$ cat config.mk
export PLATFORM = sky130hd
export DESIGN_NAME = seconds_tens_display
export DESIGN_NICKNAME = d
export VERILOG_FILES = /design/src/rtl/seg7_pkg.sv /design/src/rtl/seg7_decode.sv /design/src/rtl/seconds_tens_display.sv
export SDC_FILE = /design/constraint.sdc
export NUM_CORES = 1
export LEC_CHECK = 0
export BUFFER_PORTS_ARGS = -buffer_cell sky130_fd_sc_hd__buf_2
export CAP_MARGIN = 40
export CORE_MARGIN = 4
export CORE_UTILIZATION = 31
export DETAILED_ROUTE_END_ITERATION = 16
export PLACE_DENSITY = 0.46
export SYNTH_ARGS = -nofsm -noshare
export SYNTH_HDL_FRONTEND = slang
export SYNTH_SLANG_ARGS = --single-unit
$ cat constraint.sdc
create_clock -name clock -period 3.1 [get_ports clock]
set_input_delay 0.465 -clock clock [delete_from_list [all_inputs] [get_ports clock]]
set_output_delay 0.465 -clock clock [all_outputs]
set_load 0.05 [all_outputs]
$ cat src/rtl/seg7_pkg.sv
// Seven-segment encodings and digit-select definitions shared by the
// seconds/minutes/hours display stages.
package seg7_pkg;

    localparam logic [6:0] SEG_0     = 7'h3F;
    localparam logic [6:0] SEG_1     = 7'h06;
    localparam logic [6:0] SEG_2     = 7'h5B;
    localparam logic [6:0] SEG_3     = 7'h4F;
    localparam logic [6:0] SEG_4     = 7'h66;
    localparam logic [6:0] SEG_5     = 7'h6D;
    localparam logic [6:0] SEG_6     = 7'h7D;
    localparam logic [6:0] SEG_7     = 7'h07;
    localparam logic [6:0] SEG_8     = 7'h7F;
    localparam logic [6:0] SEG_9     = 7'h6F;
    localparam logic [6:0] SEG_DASH  = 7'h40;
    localparam logic [6:0] SEG_BLANK = 7'h00;

    // Anode enables are active-low: an[0] drives units, an[1] drives tens.
    localparam logic [1:0] AN_OFF   = 2'b11;
    localparam logic [1:0] AN_UNITS = 2'b10;
    localparam logic [1:0] AN_TENS  = 2'b01;

    // Wide enough for the largest scan period (65535 cycles).
    localparam int CNT_W = 16;

    typedef enum logic {
        DIG_UNITS = 1'b0,
        DIG_TENS  = 1'b1
    } dig_sel_e;

    function automatic logic [1:0] an_for(input dig_sel_e sel);
        return (sel == DIG_TENS) ? AN_TENS : AN_UNITS;
    endfunction

endpackage

$ cat src/rtl/seg7_decode.sv
// Combinational BCD to seven-segment decoder with blanking; non-BCD codes
// show a dash so a corrupted digit is visible rather than misleading.
module seg7_decode
    import seg7_pkg::*;
(
    input  logic [3:0] digit,
    input  logic       blank,
    output logic [6:0] seg
);

    always_comb begin
        seg = SEG_BLANK;
        if (!blank) begin
            case (digit)
                4'd0:    seg = SEG_0;
                4'd1:    seg = SEG_1;
                4'd2:    seg = SEG_2;
                4'd3:    seg = SEG_3;
                4'd4:    seg = SEG_4;
                4'd5:    seg = SEG_5;
                4'd6:    seg = SEG_6;
                4'd7:    seg = SEG_7;
                4'd8:    seg = SEG_8;
                4'd9:    seg = SEG_9;
                default: seg = SEG_DASH;
            endcase
        end
    end

endmodule

$ cat src/rtl/seconds_tens_display.sv
// Tens-of-seconds digit (mod 6) with minute carry, plus a two-digit
// multiplexed seven-segment driver showing tens:units.
//
// select    | meaning
// DIG_UNITS | units digit driven, an = 2'b10
// DIG_TENS  | tens digit driven,  an = 2'b01
module seconds_tens_display
    import seg7_pkg::*;
#(
    parameter int SCAN_DIV = 1000,
    parameter bit BLANK_LZ = 1'b1
) (
    input  logic       clock,
    input  logic       reset,
    input  logic       inc,
    input  logic [3:0] units,
    input  logic       units_eq_9,
    input  logic       clear,
    output logic [2:0] tens,
    output logic       minute_pulse,
    output logic [6:0] seg,
    output logic [1:0] an
);

    localparam logic [CNT_W-1:0] SCAN_LAST = CNT_W'(SCAN_DIV - 1);

    logic [CNT_W-1:0] scan_cnt;
    dig_sel_e         sel;
    logic             advance;
    logic             scan_wrap;
    logic [3:0]       dec_digit;
    logic             dec_blank;
    logic [6:0]       seg_next;

    assign advance   = inc & units_eq_9;
    assign scan_wrap = (scan_cnt == SCAN_LAST);

    // Clear wins over an advance, so a clear on 59 never emits a carry.
    always_ff @(posedge clock or negedge reset) begin
        if (!reset) begin
            tens         <= 3'd0;
            minute_pulse <= 1'b0;
        end else if (clear) begin
            tens         <= 3'd0;
            minute_pulse <= 1'b0;
        end else if (advance) begin
            tens         <= (tens == 3'd5) ? 3'd0 : tens + 3'd1;
            minute_pulse <= (tens == 3'd5);
        end else begin
            minute_pulse <= 1'b0;
        end
    end

    always_ff @(posedge clock or negedge reset) begin
        if (!reset) begin
            scan_cnt <= '0;
            sel      <= DIG_UNITS;
        end else if (clear) begin
            scan_cnt <= '0;
            sel      <= DIG_UNITS;
        end else if (scan_wrap) begin
            scan_cnt <= '0;
            sel      <= (sel == DIG_UNITS) ? DIG_TENS : DIG_UNITS;
        end else begin
            scan_cnt <= scan_cnt + 1'b1;
        end
    end

    always_comb begin
        dec_digit = units;
        dec_blank = 1'b0;
        if (sel == DIG_TENS) begin
            dec_digit = {1'b0, tens};
            dec_blank = BLANK_LZ && (tens == 3'd0);
        end
    end

    seg7_decode u_decode (
        .digit (dec_digit),
        .blank (dec_blank),
        .seg   (seg_next)
    );

    // Anode stays driven while blanked so the scan duty cycle is unchanged.
    always_ff @(posedge clock or negedge reset) begin
        if (!reset) begin
            seg <= SEG_BLANK;
            an  <= AN_OFF;
        end else begin
            seg <= seg_next;
            an  <= an_for(sel);
        end
    end

endmodule
# Word level (Yosys, flattened, before mapping)
# Memories as Yosys holds them, arrays and structs flattened.
# Index checks and enable logic that the tools add are counted.
[op_classes]
add_sub_neg = 2
eq_ne = 2
muxes = 14
n_bitwise = 1
n_reduce_logical = 3
[ops]
columns = ["cell", "count"]
rows = [
  ["16-bit two-way mux", 2],
  ["16-bit by 1-bit adder with 16-bit output, second input constant", 1],
  ["16-bit by 10-bit == test with 1-bit output, second input constant", 1],
  ["3-bit two-way mux", 3],
  ["7-bit two-way mux", 1],
  ["1-bit two-way mux", 6],
  ["4-bit two-way mux", 1],
  ["2-bit nonzero test", 2],
  ["3-bit by 1-bit adder with 3-bit output, second input constant", 1],
  ["3-bit == test, second input constant", 1],
  ["3-bit logical NOT", 1],
  ["2-bit two-way mux", 1],
  ["1-bit AND", 1],
]
[word_totals]
register_bits = 30
rom_bits = 112
input_bits = 9
output_inout_bits = 13
wordCells = 29
mem_count = 1
[memory_table]
columns = ["memory", "words", "word_bits", "rd", "rd_ports_with_merged_regs", "write_ports", "line", "rtl"]
rows = [
  ["(name not given)", 16, 7, 1, 0, 0, "seg7_decode.sv:14", "case (digit)"],
]

# Longest topological paths before layout
# Gate-level depths: netlist of the first run.
[logic_depth]
word_depth = 4
ltp_mapped = 7

# Modules after synthesis
# Synthesis of the first run repeated with hierarchy kept, for this count alone.
[hier_totals]
hier_cells = 148
hier_area_um2 = 1514.0
[modules_own_cells]
columns = ["module", "instances", "cells_per_inst", "area_per_inst_um2", "seq_area_each_um2"]
rows = [
  ["seconds_tens_display", 1, 115, 1300.0, 753.2],
  ["seg7_decode", 1, 33, 214.0, 0.0],
]

# Worst setup path before layout of the first run
# No wires, ideal clock.
[synth_timing]
kind = "register to register"
from = "register tens[1]"
to = "register seg[3]"
setup_ps = 134
arrival_time_ps = 1519
setup_slack_ps = 1447
stages_incl_launch_ff = 6
period_less_slack_ps = 1653
path_cell_list = "dfrtp_1 > mux2_2 > inv_1 > ha_1 > o21ai_0 > a21oi_1"
[synth_via]
elab_chain_cells = 3
elab_cells_between_ends = 5
[synth_lines]
columns = ["item", "line", "rtl"]
rows = [
  ["from (decl)", "seconds_tens_display.sv:19", "output logic [2:0] tens,"],
  ["from (signal assigned)", "seconds_tens_display.sv:47", "tens <= (tens == 3'd5) ? 3'd0 : tens + 3'd1;"],
  ["4-bit two-way mux or 3-bit logical NOT (tied branches)", "seconds_tens_display.sv:72, seconds_tens_display.sv:74", ""],
  ["memory 16 x 7 bit or 1-bit two-way mux (tied branches)", "-", ""],
  ["7-bit two-way mux (*)", "seg7_decode.sv:13", "if (!blank) begin"],
  ["net seg_next[3]", "seconds_tens_display.sv:33", "logic [6:0] seg_next;"],
  ["to (signal assigned)", "seconds_tens_display.sv:90", "seg <= seg_next;"],
  ["to (decl)", "seconds_tens_display.sv:21", "output logic [6:0] seg,"],
]
# Mark *: on every way through the listed nets, which the timed path passes. The rest lies on a longest branch.
# A chain may end at the register's enable or synchronous reset.

# Worst setup path after layout of the first run
[layout_timing]
from = "register scan_cnt[0]"
to = "register scan_cnt[3]"
[layout_via]
elab_chain_cells = 3
elab_cells_between_ends = 4
[layout_lines]
columns = ["item", "line", "rtl"]
rows = [
  ["from (decl)", "seconds_tens_display.sv:27", "logic [CNT_W-1:0] scan_cnt;"],
  ["from (signal assigned)", "seconds_tens_display.sv:65", "scan_cnt <= scan_cnt + 1'b1;"],
  ["16-bit by 1-bit adder with 16-bit output or 16-bit by 10-bit == test with 1-bit output (tied branches)", "seconds_tens_display.sv:65, seconds_tens_display.sv:36", ""],
  ["16-bit two-way mux (*)", "seconds_tens_display.sv:61", "end else if (scan_wrap) begin"],
  ["16-bit two-way mux (*)", "seconds_tens_display.sv:58", "end else if (clear) begin"],
]
# Every way passes the cells marked *; elsewhere a longest branch is shown, timed or not.

==> impl_metrics.ini, run 1 <==
[clocking]
cts_tree = yes
cts_root_buf = clkbuf_8
htree_levels = 2
cts_buffers = 5
hold_buffers = 0
insertion_delay_ps = 280
clkSinkCount = 30
cts_setup_buffers = 0
cts-resized-gates = 0
path_clk_slew_ps = 60
cts_max_path_buffers = 2

[cells_and_area]
area_growth_pct = 16.2
drive_gt1_share_pct = 20.5
diodes = 0
fillers = 440
final_cells = 218
nNetsFinal = 179

[timing]
fin_crit_sh_pct = 61.1
fin_skew_ps = 4.26
period_needed_ps = 1890
fmax_ghz = 0.528
finalSetupViolCount = 0
rsz0062_at_grt = no
drv_slew = 0
setup-tns-final_ps = 0
max_slew.worst_pin.slew_ps = 649
slew-limit-headroom_pct = 56.7
hold_viol = 0

[power_and_ir_drop]
powerDensity_mw_per_mm2 = 480
peakVddDrop_mv = 0.215
cellLeakagePower_uw = 0.000735

[logic_synthesis]
yosys_register_bits = 30
syn_inst = 140
syn_nets = 154
syn_area_mm2 = 0.00143
synthDistinctLibCells = 32
synth_warnings = 0
yosysSeqAreaShare_pct = 52.6
synth_edf_count = 0
avgSynthCellArea_um2 = 10.2
async_reset_ff_share_pct = 100
ys.flop_type = dfrtp_1

[floorplan]
die_h_um = 76.0
rows = 24
io_pins = 22
dieArea_mm2 = 0.00577
core_mm2 = 0.00441
die_x_um = 76.0
initial_utilization_pct = 32.4

[grt]
first_global_vias = 1148
gr-usage-all-layers_pct = 11.1
antenna_found_initial = 0
gr-total-overflow = 0
grt_max_degree = 31
grt_pass1_wl_um = 5150

[routing]
via_per_inst = 4.86
wl_um = 2880
postRouteAntennaNets = 0
avgRoutedWirePerCell_um = 13.2
drt_iter0_drc = 65
drc = 0
dr_total_vias = 1059
drtPass1Iterations = 4

[hold_path]
holdCritPathClass = in -> async

[placed_design]
gp_congestion = 0.828
place_hpwl_um = 2100
placedCellCount = 210
io_buffers = 21

[setup_path]
arrival_ps = 2030
critical_path_class = reg -> reg
crit_required_ps = 3240
crit_path_end_kind = flip-flop
r2r_slack_ps = 1210
path_max_fanout = 16
crit_path_start_kind = flip-flop

[run]
cap_violations = 0

[status]
status = complete, no violations
[routing by layer]
metal / up-vias / wire length [um] / GRT usage [%]
li1: 537 / - / -
met4: 0 / 88 / 6.41
met1: 490 / 1320 / 13.4
met5: - / 0 / 0
met2: 22 / 1330 / 17.1
met3: 10 / 136 / 3.44
[final timing paths]
kind                                        from                    end  cells after the start
setup / recovery           scan_cnt[0]$_DFF_PN0_  scan_cnt[3]$_DFF_PN0_                      5
hold / removal                             reset        sel$_DFFE_PN0P_                      1
setup reg to reg           scan_cnt[0]$_DFF_PN0_  scan_cnt[3]$_DFF_PN0_                      5
hold reg to reg                  sel$_DFFE_PN0P_        an[0]$_DFF_PN1_                      0
max in group asynchronous                  reset  scan_cnt[0]$_DFF_PN0_                      1
min in group clock                         clear        sel$_DFFE_PN0P_                      2
[flip-flops by register name, indices dropped and copies added, names as in the netlist]
name          cells
an                2
seg               7
sel               1
scan_cnt         16
minute_pulse      1
tens              3
[worst max-delay path, stage by stage, from the launching register on]
cell	delay [ps]
dfrtp_1	420
ha_1	270
nor4bb_1	270
nand4_1	200
nand2b_1	470
nor2_1	110
[power breakdown]
part / internal (uW) / switching, uW / total (uW)
logic: 22.7 / 65.6 / 88.3
clock network: 155 / 142 / 297
registers: 404 / 8.31 / 412
total: 582 / 216 / 798
[layout make-up]
type	count	area [um2]	share of cell area, %
sequential	30	753	45.3
multi-input combinational	103	642	38.6
timing repair buffer	21	105	6.32
clock buffer	6	72.6	4.36
tap	52	65.1	3.91
inverter	4	15.0	0.903
clock inverter	2	10.0	0.602
[kinds of logic after synthesis]
| logic type | count (synthesis) | share of synthesized area [%] |
|---|---|---|
| xor+xnor | 14 | 8.57 |
| flops | 30 | 52.6 |
| mux | 4 | 2.97 |
| fa+ha+maj | 5 | 4.37 |
| simple gates | 64 | 22.6 |
| compound gates | 16 | 6.38 |
| buf+inv | 7 | 2.53 |
[cells in the final DEF, fill, tap and decap left out, types with 3 or more instances in the layout]
cell type  instances
inv_1              3
dfrtp_1           28
nor3_1             5
or4_1              3
xor2_1             6
xnor2_1            8
nand4_1            5
a21oi_1            8
nand3_1            8
clkbuf_8           5
buf_2             21
nand2_1           12
nor2_1            20
ha_1               5
[synthesized netlist by cell type (all sizes together) (2+ instances only)]
| cell | number | area [um2] |
|---|---|---|
| and3 | 2 | 12.5 |
| o21ai | 3 | 15.0 |
| nand2 | 12 | 45.0 |
| nand3 | 9 | 50.1 |
| xnor2 | 8 | 70.1 |
| xor2 | 6 | 52.6 |
| nor3 | 5 | 25.0 |
| dfstp | 2 | 52.6 |
| mux2 | 2 | 22.5 |
| or4 | 3 | 22.5 |
| o31ai | 2 | 15.0 |
| buf | 3 | 21.3 |
| mux2i | 2 | 20.0 |
| a21oi | 8 | 40.0 |
| nand4 | 5 | 31.3 |
| nor4 | 2 | 12.5 |
| dfrtp | 28 | 701 |
| nor2 | 20 | 75.1 |
| nor4b | 2 | 17.5 |
| ha | 5 | 62.6 |
| inv | 4 | 15.0 |
[stage by stage]
stage	utilization (%)	power (uW)	hold WS [ps]	worst slack [ps]	instance area, um2
after floorplan	-	480	169	1450	1430
after global placement	35.8	509	504	1240	1580
after detailed placement	35.8	510	507	1230	1580
after CTS	37.7	810	235	1170	1660
after global routing	37.7	832	280	984	1660
final	37.7	798	211	1210	1660
Note: power is estimated with default switching activity, not from simulation.
==> run 2: changes to the inputs <==
- clock period: 3.1 -> 2 ns (I/O delays scaled with it)
==> run 2 against run 1 <==
Against the previous run:
- design area is 1.4% higher
- cell count grew 0.92%
- global-route usage up 0.37 points
- routed wire length is 3.5% higher
- die area did not move
- clock skew barely moved
- critical path depth rose by 1
- maximum frequency increased by 16%
- combinational power increased by 61%
- sequential power grew 55%
- worst setup slack worse by 830 ps
- via count grew 2.7%
==> impl_metrics.ini, run 2 (same netlist as run 1, synthesis figures left out) <==
[grt]
grt_pass1_wl_um = 5290
gr-usage-all-layers_pct = 11.4
grt_max_degree = 31
antenna_found_initial = 0
gr-total-overflow = 0
first_global_vias = 1213

[cells_and_area]
layout_common_cells = 28 x dfrtp_1, 21 x buf_2, 20 x nor2_1
largest_registers = scan_cnt: 16 flops, seg: 7 flops, tens: 3 flops
largest-register = scan_cnt
diodes = 0
largest_reg_flops = 16
drive_gt1_share_pct = 21.4
layout_commonest_cell = dfrtp_1
area_growth_pct = 17.8
nNetsFinal = 181

[power_and_ir_drop]
cellLeakagePower_uw = 0.000748
peakVddDrop_mv = 0.357
fin_total_pwr_uw = 1280
powerDensity_mw_per_mm2 = 762

[timing]
slew-limit-headroom_pct = 56.1
period_needed_ps = 1630
drv_slew = 0
setup-tns-final_ps = 0
fin_crit_sh_pct = 81.5
hold_viol = 0
finalSetupViolCount = 0
fmax_ghz = 0.614
rsz0062_at_grt = no
fin_skew_ps = 4.20
max_slew.worst_pin.slew_ps = 659
holdWs_ps = 41.7

[setup_path]
slowest_stage = dfrtp_1
slowest_delay_ps = 430
path_buf_inv = 1
crit_path_end_kind = flip-flop
crit_path_start_kind = flip-flop
crit_chain = ha_1 > nor4bb_1 > nand4_1 > nand2b_1 > buf_4 > a21oi_1
crit_required_ps = 2160
path_delay_family = simple AND/OR/NAND/NOR gates
path_max_fanout = 8
arrival_ps = 1790
critical_path_class = reg -> reg

[routing]
wl_um = 2980
dr_total_vias = 1088
drc = 0
drtPass1Iterations = 4
via_per_inst = 4.95
avgRoutedWirePerCell_um = 13.5
drt_iter0_drc = 58
postRouteAntennaNets = 0

[floorplan]
die_h_um = 76.0
rows = 24
dieArea_mm2 = 0.00577
initial_utilization_pct = 32.4
io_pins = 22
core_mm2 = 0.00441
die_x_um = 76.0

[clocking]
htree_levels = 2
cts_setup_buffers = 0
hold_buffers = 0
path_clk_slew_ps = 60
cts_buffers = 5
insertion_delay_ps = 280
clkSinkCount = 30
cts-resized-gates = 0
cts_tree = yes
cts_max_path_buffers = 2
cts_root_buf = clkbuf_8

[placed_design]
place_hpwl_um = 2130
gp_congestion = 0.844
io_buffers = 21

[hold_path]
holdCritPathClass = in -> async

[run]
cap_violations = 0

[status]
status = complete, no violations
run 2: power breakdown:
group          switching [uW]  leakage, uW  total, uW  internal [uW]
sequential               13.6     0.000391        639            626
combinational             104     0.000309        142           38.1
clock                     226    0.0000482        503            277
run 2: cell type report:
class                           instances  area [um2]
Timing Repair Buffer                   23         120
Multi-Input combinational cell        103         642
Sequential cell                        30         753
Fill cell                             438        2730
Clock buffer                            7        86.3
Clock inverter                          1        5.00
Inverter                                4        15.0
Tap cell                               52        65.1
run 2: worst paths after layout:
| path | start | endpoint | slack, ps | cells after the start |
|---|---|---|---|---|
| max | scan_cnt[0]$_DFF_PN0_ | scan_cnt[13]$_DFF_PN0_ | 370 | 6 |
| min reg2reg | sel$_DFFE_PN0P_ | an[0]$_DFF_PN1_ | 500 | 0 |
| max in group asynchronous | reset | scan_cnt[8]$_DFF_PN0_ | 1530 | 1 |
| min | reset | scan_cnt[2]$_DFF_PN0_ | 40 | 1 |
| min in group clock | clear | tens[1]$_DFFE_PN0P_ | 240 | 2 |
| max reg2reg | scan_cnt[0]$_DFF_PN0_ | scan_cnt[13]$_DFF_PN0_ | 370 | 6 |
run 2: routing by layer:
| layer | wire length [um] | share of wire [%] | vias up | GRT usage [%] |
|---|---|---|---|---|
| li1 | - | - | 539 | - |
| met1 | 1320 | 44 | 516 | 12.9 |
| met2 | 1430 | 48 | 25 | 18.3 |
| met3 | 137 | 4.6 | 8 | 4.38 |
| met4 | 88 | 3.0 | 0 | 6.41 |
| met5 | 0 | 0 | - | 0 |
run 2: stage by stage:
stage	cell area, um2	setup WS [ps]	instances	util (%)
2_1_floorplan	1430	347	140	-
3_3_place_gp	1600	428	212	36.1
3_5_place_dp	1600	367	212	36.1
4_1_cts	1690	353	220	38.2
5_1_grt	1690	125	220	38.2
6_report	1690	371	220	38.2
